--- config.mk ---
export PLATFORM = sky130hd
export DESIGN_NAME = fc_flatten_classifier
export DESIGN_NICKNAME = d
export VERILOG_FILES = /design/src/rtl/fc_flatten_classifier.sv
export SDC_FILE = /design/constraint.sdc
export NUM_CORES = 2
export LEC_CHECK = 0
export ABC_AREA = 1
export ABC_CLOCK_PERIOD_IN_PS = 11550
export BUFFER_PORTS_ARGS = -buffer_cell sky130_fd_sc_hd__buf_4
export CORE_MARGIN = 5
export CORE_UTILIZATION = 45
export CTS_CLUSTER_DIAMETER = 200
export CTS_CLUSTER_SIZE = 30
export DETAILED_ROUTE_END_ITERATION = 10
export HOLD_SLACK_MARGIN = 0.12
export PLACE_DENSITY = 0.74
export SLEW_MARGIN = 5
export SYNTH_ARGS = -nofsm -noshare
export SYNTH_HDL_FRONTEND = slang
export SYNTH_SLANG_ARGS = --single-unit
--- constraint.sdc ---
create_clock -name clk -period 11.55 [get_ports clk]
set_input_delay 0.5775 -clock clk [delete_from_list [all_inputs] [get_ports clk]]
set_output_delay 0.5775 -clock clk [all_outputs]
set_load 0.05 [all_outputs]
--- src/rtl/fc_flatten_classifier.sv ---
// fc_flatten_classifier: buffers one pooled 4x4x16 int8 image and runs a serial 256x10 FC layer with argmax.
// Ports: clk/rst_n clock and async active-low reset; valid_in/in_data pooled pixel stream (16 ch x 32 bit);
// w_addr/w_q and b_addr/b_q weight and bias ROMs (1-cycle latency); logit_valid/logit_idx/logit per-neuron result;
// class_valid/class_out argmax result; busy while computing; overrun when a pixel arrives outside collection.
module fc_flatten_classifier #(
    parameter int NUM_CH    = 16,
    parameter int NUM_PIX   = 16,
    parameter int NUM_OUT   = 10,
    parameter int ACC_WIDTH = 32
) (
    input  logic                   clk,
    input  logic                   rst_n,
    input  logic                   valid_in,
    input  logic [NUM_CH*32-1:0]   in_data,
    output logic [11:0]            w_addr,
    input  logic [7:0]             w_q,
    output logic [3:0]             b_addr,
    input  logic [ACC_WIDTH-1:0]   b_q,
    output logic                   logit_valid,
    output logic [3:0]             logit_idx,
    output logic [ACC_WIDTH-1:0]   logit,
    output logic                   class_valid,
    output logic [3:0]             class_out,
    output logic                   busy,
    output logic                   overrun
);
    localparam int NF = NUM_CH * NUM_PIX;

    typedef enum logic [1:0] {COLLECT, COMPUTE, DONE} state_t;

    state_t                      state_q;
    logic [3:0]                  pix_q, o_q, arg_q;
    logic [8:0]                  k_q;
    logic signed [ACC_WIDTH-1:0] acc_q, acc_d, max_q;
    logic [7:0]                  feat_q [NF];
    logic [7:0]                  f_idx;
    logic signed [15:0]          prod;
    logic                        last_k;

    // w_q arriving in cycle k belongs to feature k-1; k=256 wraps to 255
    assign f_idx  = k_q[7:0] - 8'd1;
    assign prod   = $signed(feat_q[f_idx]) * $signed(w_q);
    assign acc_d  = ((k_q == 9'd1) ? $signed(b_q) : acc_q) + {{(ACC_WIDTH-16){prod[15]}}, prod};
    assign last_k = (k_q == 9'd256);

    assign w_addr  = (state_q == COMPUTE) ? {o_q, k_q[7:0]} : 12'd0;
    assign b_addr  = (state_q == COMPUTE) ? o_q : 4'd0;
    assign busy    = (state_q == COMPUTE);
    assign overrun = valid_in && (state_q != COLLECT);

    // Channel-major flatten: feature index = channel*NUM_PIX + pixel
    always_ff @(posedge clk) begin
        if (state_q == COLLECT && valid_in)
            for (int c = 0; c < NUM_CH; c++)
                feat_q[c*NUM_PIX + int'(pix_q)] <= in_data[32*c +: 8];
    end

    always_ff @(posedge clk or negedge rst_n) begin
        if (!rst_n) begin
            state_q     <= COLLECT;
            pix_q       <= 4'd0;
            o_q         <= 4'd0;
            k_q         <= 9'd0;
            acc_q       <= '0;
            max_q       <= '0;
            arg_q       <= 4'd0;
            logit_valid <= 1'b0;
            logit_idx   <= 4'd0;
            logit       <= '0;
            class_valid <= 1'b0;
            class_out   <= 4'd0;
        end else begin
            logit_valid <= 1'b0;
            class_valid <= 1'b0;
            case (state_q)
                COLLECT: if (valid_in) begin
                    pix_q <= (pix_q == 4'(NUM_PIX-1)) ? 4'd0 : pix_q + 4'd1;
                    if (pix_q == 4'(NUM_PIX-1)) begin
                        state_q <= COMPUTE;
                        o_q     <= 4'd0;
                        k_q     <= 9'd0;
                    end
                end
                COMPUTE: begin
                    acc_q <= acc_d;
                    k_q   <= last_k ? 9'd0 : k_q + 9'd1;
                    if (last_k) begin
                        logit_valid <= 1'b1;
                        logit       <= acc_d;
                        logit_idx   <= o_q;
                        o_q         <= o_q + 4'd1;
                        // strict compare keeps the lowest index on ties
                        if (o_q == 4'd0 || acc_d > max_q) begin
                            max_q <= acc_d;
                            arg_q <= o_q;
                        end
                        if (o_q == 4'(NUM_OUT-1))
                            state_q <= DONE;
                    end
                end
                DONE: begin
                    class_valid <= 1'b1;
                    class_out   <= arg_q;
                    state_q     <= COLLECT;
                end
                default: state_q <= COLLECT;
            endcase
        end
    end
endmodule

==> qor.yml <==
syn_inst: 7194
coreArea_mm2: 0.202
worst_r2r_path_depth: 57
cp.required_ns: 12.20
min_path_cells: 1
worstMarginPinSlew_ns: 1.17
fmax_mhz: 90.4
endpoint_kind: "flip-flop"
r2r_slack_ns: 0.49
grt_pass1_vias: 58300
finalWorstSetupSlack_ns: 0.494
wl_per_cell_um: 25.3
cts.path.max_buffers: 3
holdPathEnd: "feat_q[60][3]"
clkLatencyLatePin_ns: 0.78
r2r-end: "max_q[18]"
outcome: "finished, final reports clean"
maxSlewViolCount: 0
cp-start-kind: "flip-flop"
synth-edff-count: 2048
io_pins: 615
gp_congestion: 0.864
setup_viol: 0
skew_ns: 0.0610
max_stage_delay_ns: 0.61
crit_type: "flip-flop to flip-flop"
wirelength_um: 255000
numCtsBuffers: 82
fp.dieArea_mm2: 0.212
clock-sinks: 2177
syn-num-nets: 7900
numPortBuffers: 230
ys_ff_latch: 2177
pre_cts_slack_ns: 0.202
initial_core_util: 0.452
synth_warnings: 0
syn2layout_area_growth_pct: 10.6
cpMostUsedCell: "nand2_1"
finalCritPeriodShare: 0.957
hold_violations: 0
crit_slowest_cell: "dfrtp_4"
r2r-start: "k_q[0]"
synthArstFlopShare: 0.0593
drt-pass1-iter-count: 6
cts_tree: "done"
drv_cap: 0
antenna_found_initial: 44
grt_pass1_wl_um: 370000
drtAntennaViolNets: 0
finish.utilization: 0.500
clkTransAtPathRegs_ns: 0.12
htree_levels: 3
grt_max_degree: 183
arrival_ns: 11.71
cp_max_fo: 28
cts_root_buffer: "clkbuf_16"
ys_seq_area_frac: 0.708
overflow: 0
viasPerCell: 6.11
hp-class: "input pin to flip-flop"
fp-row-count: 165
die_h_um: 461
maxSlewHeadroom: 0.219
num_vias: 61700
synthFlopType: "edfxtp_1"
ys_types: 67
die_x_um: 461
synth_area_per_cell_um2: 12.7
grt.total_usage: 0.228
period_needed_ns: 11.06
dp_hpwl_um: 137000
syn_area_mm2: 0.0914
drive_gt1_frac: 0.0914
nets: 8097
drt_iter0_drc: 8841
min_from: "in_data[99]"
drc: 0
per-layer routing:
metal,up-vias,global-route usage,part of all wire
met1,30600,0.317,0.38
met2,3768,0.366,0.47
met4,24,0.0738,0.033
met3,489,0.0431,0.11
met5,-,0,0.00056
li1,26800,-,-
kinds of logic (layout without fill, tap and decap cells):
logic type      count (synthesis)  in the layout  synth area share
other cells                     0             24                 0
buf+inv                       731            945            0.0357
xor+xnor                       42             42           0.00485
flops                        2177           2177             0.708
fa+ha+maj                     151            151            0.0253
compound gates               1636           1636             0.112
simple gates                 2457           2457             0.114
state kept, by name, summed over array words and instances, names as in the netlist, 2 cells and up:
| name | cells |
|---|---|
| logit | 32 |
| class_out | 4 |
| arg_q | 4 |
| max_q | 32 |
| k_q | 9 |
| logit_idx | 4 |
| o_q | 4 |
| pix_q | 4 |
| acc_q | 32 |
| feat_q | 2048 |
| state_q | 2 |
synthesized netlist by cell type (4+ instances only):
cell type  instances  area share
nand3_1          521       0.029
buf_1             30      0.0012
a21oi_1          857       0.047
ha_1              95       0.013
clkbuf_1         164      0.0067
o21ai_0          245       0.013
fa_1              56       0.012
nand3_2            8     0.00088
inv_2             24     0.00099
buf_6              6     0.00074
o221a_2            5     0.00062
o21ai_1           23      0.0013
nor2_2             8     0.00055
o31ai_1            5     0.00041
dfrtp_1          129       0.035
xnor2_1            8     0.00077
nand2_2            7     0.00048
nand4_1           10     0.00068
edfxtp_1        2048        0.67
inv_1            225      0.0092
a221o_1          197       0.022
nand2_1         1471       0.060
and2_1             6     0.00041
o21ai_2            7     0.00067
a31oi_1            9     0.00062
or3_1             50      0.0034
buf_2            235       0.013
o221ai_1          39      0.0037
xor2_1            27      0.0026
nand3b_1          30      0.0025
o211ai_1          29      0.0024
o22ai_1           12     0.00082
a221oi_1         188       0.018
nor2_1           289       0.012
buf_4             42      0.0034
nor3_1            44      0.0024
xor2_2             4     0.00071
cell type report:
class,instances,area (um2)
fill,16700,101000
clock inverter,8,164
antenna,24,60.1
multi-input combinational,4286,23700
tap,2672,3340
clock buffer,93,2090
sequential,2177,64700
timing repair buffer,590,5920
inverter,252,1030
timing repair inverter,2,22.5
how the worst max path moves through the flow:
| stage | from | end | slack, ns | cells past startpoint |
|---|---|---|---|---|
| after floorplan | k_q[0] | max_q[27] | 1.53 | 68 |
| after global placement | k_q[0] | max_q[25] | 0.26 | 58 |
| after detailed placement | k_q[0] | max_q[7] | 0.20 | 59 |
| after CTS | k_q[0] | max_q[2] | 0.13 | 59 |
| after global routing | k_q[0] | max_q[18] | -0.11 | 60 |
| final | k_q[0] | max_q[18] | 0.49 | 57 |
through the flow:
step	hold slack (ns)	TNS, ns	cells	area [um2]
6_report	0.164	0	10100	101000
4_1_cts	0.120	0	10000	100000
5_1_grt	0.137	-1.44	10100	101000
3_5_place_dp	0.465	0	9810	96600
3_3_place_gp	0.456	0	9810	96600
2_1_floorplan	0.282	0	7194	91400
repair_timing:
item | CTS | global route
hold buffers | 126 | 0
gates resized for setup | 0 | 68
endpoints found under the hold margin | 1918 | 0
setup buffers | 0 | 28
setup endpoints to repair | 0 | 36
worst max-delay path, delay by kind of cell, from the launching register on:
family,cells,cell delay (ns)
xor+xnor,1,0.16
fa+ha+maj,8,3.21
flops,1,0.61
simple gates,23,3.56
buf+inv,12,1.52
compound gates,13,1.82
layout by cell type (no fill, tap or decap), types with 7 or more instances in the layout:
| cell | netlist | final |
|---|---|---|
| a21oi_1 | 857 | 857 |
| nand2_1 | 1471 | 1470 |
| edfxtp_1 | 2048 | 2048 |
| a221oi_1 | 188 | 186 |
| nand3b_1 | 30 | 30 |
| clkbuf_1 | 164 | 11 |
| nand4_1 | 10 | 10 |
| nor2_2 | 8 | 9 |
| buf_4 | 42 | 378 |
| nor2_4 | 3 | 20 |
| o21ai_1 | 23 | 24 |
| buf_12 | 1 | 53 |
| a221o_1 | 197 | 197 |
| dfrtp_1 | 129 | 128 |
| or3_1 | 50 | 50 |
| nor2_1 | 289 | 271 |
| xnor2_1 | 8 | 8 |
| o221ai_1 | 39 | 39 |
| buf_16 | 0 | 13 |
| o211ai_1 | 29 | 29 |
| nand2_2 | 7 | 7 |
| xor2_1 | 27 | 26 |
| clkbuf_16 | 0 | 95 |
| nand3_2 | 8 | 20 |
| o21ai_2 | 7 | 7 |
| diode_2 | 0 | 24 |
| o21ai_0 | 245 | 244 |
| a31oi_1 | 9 | 8 |
| ha_1 | 95 | 94 |
| inv_2 | 24 | 21 |
| nor3_1 | 44 | 44 |
| inv_1 | 225 | 224 |
| o22ai_1 | 12 | 12 |
| nand3_1 | 521 | 506 |
| dlygate4sd3_1 | 0 | 126 |
| fa_1 | 56 | 56 |
Power is left out: the tool's default activity adds up to more than one toggle a clock period on the data nets, which glitch-free logic cannot reach.
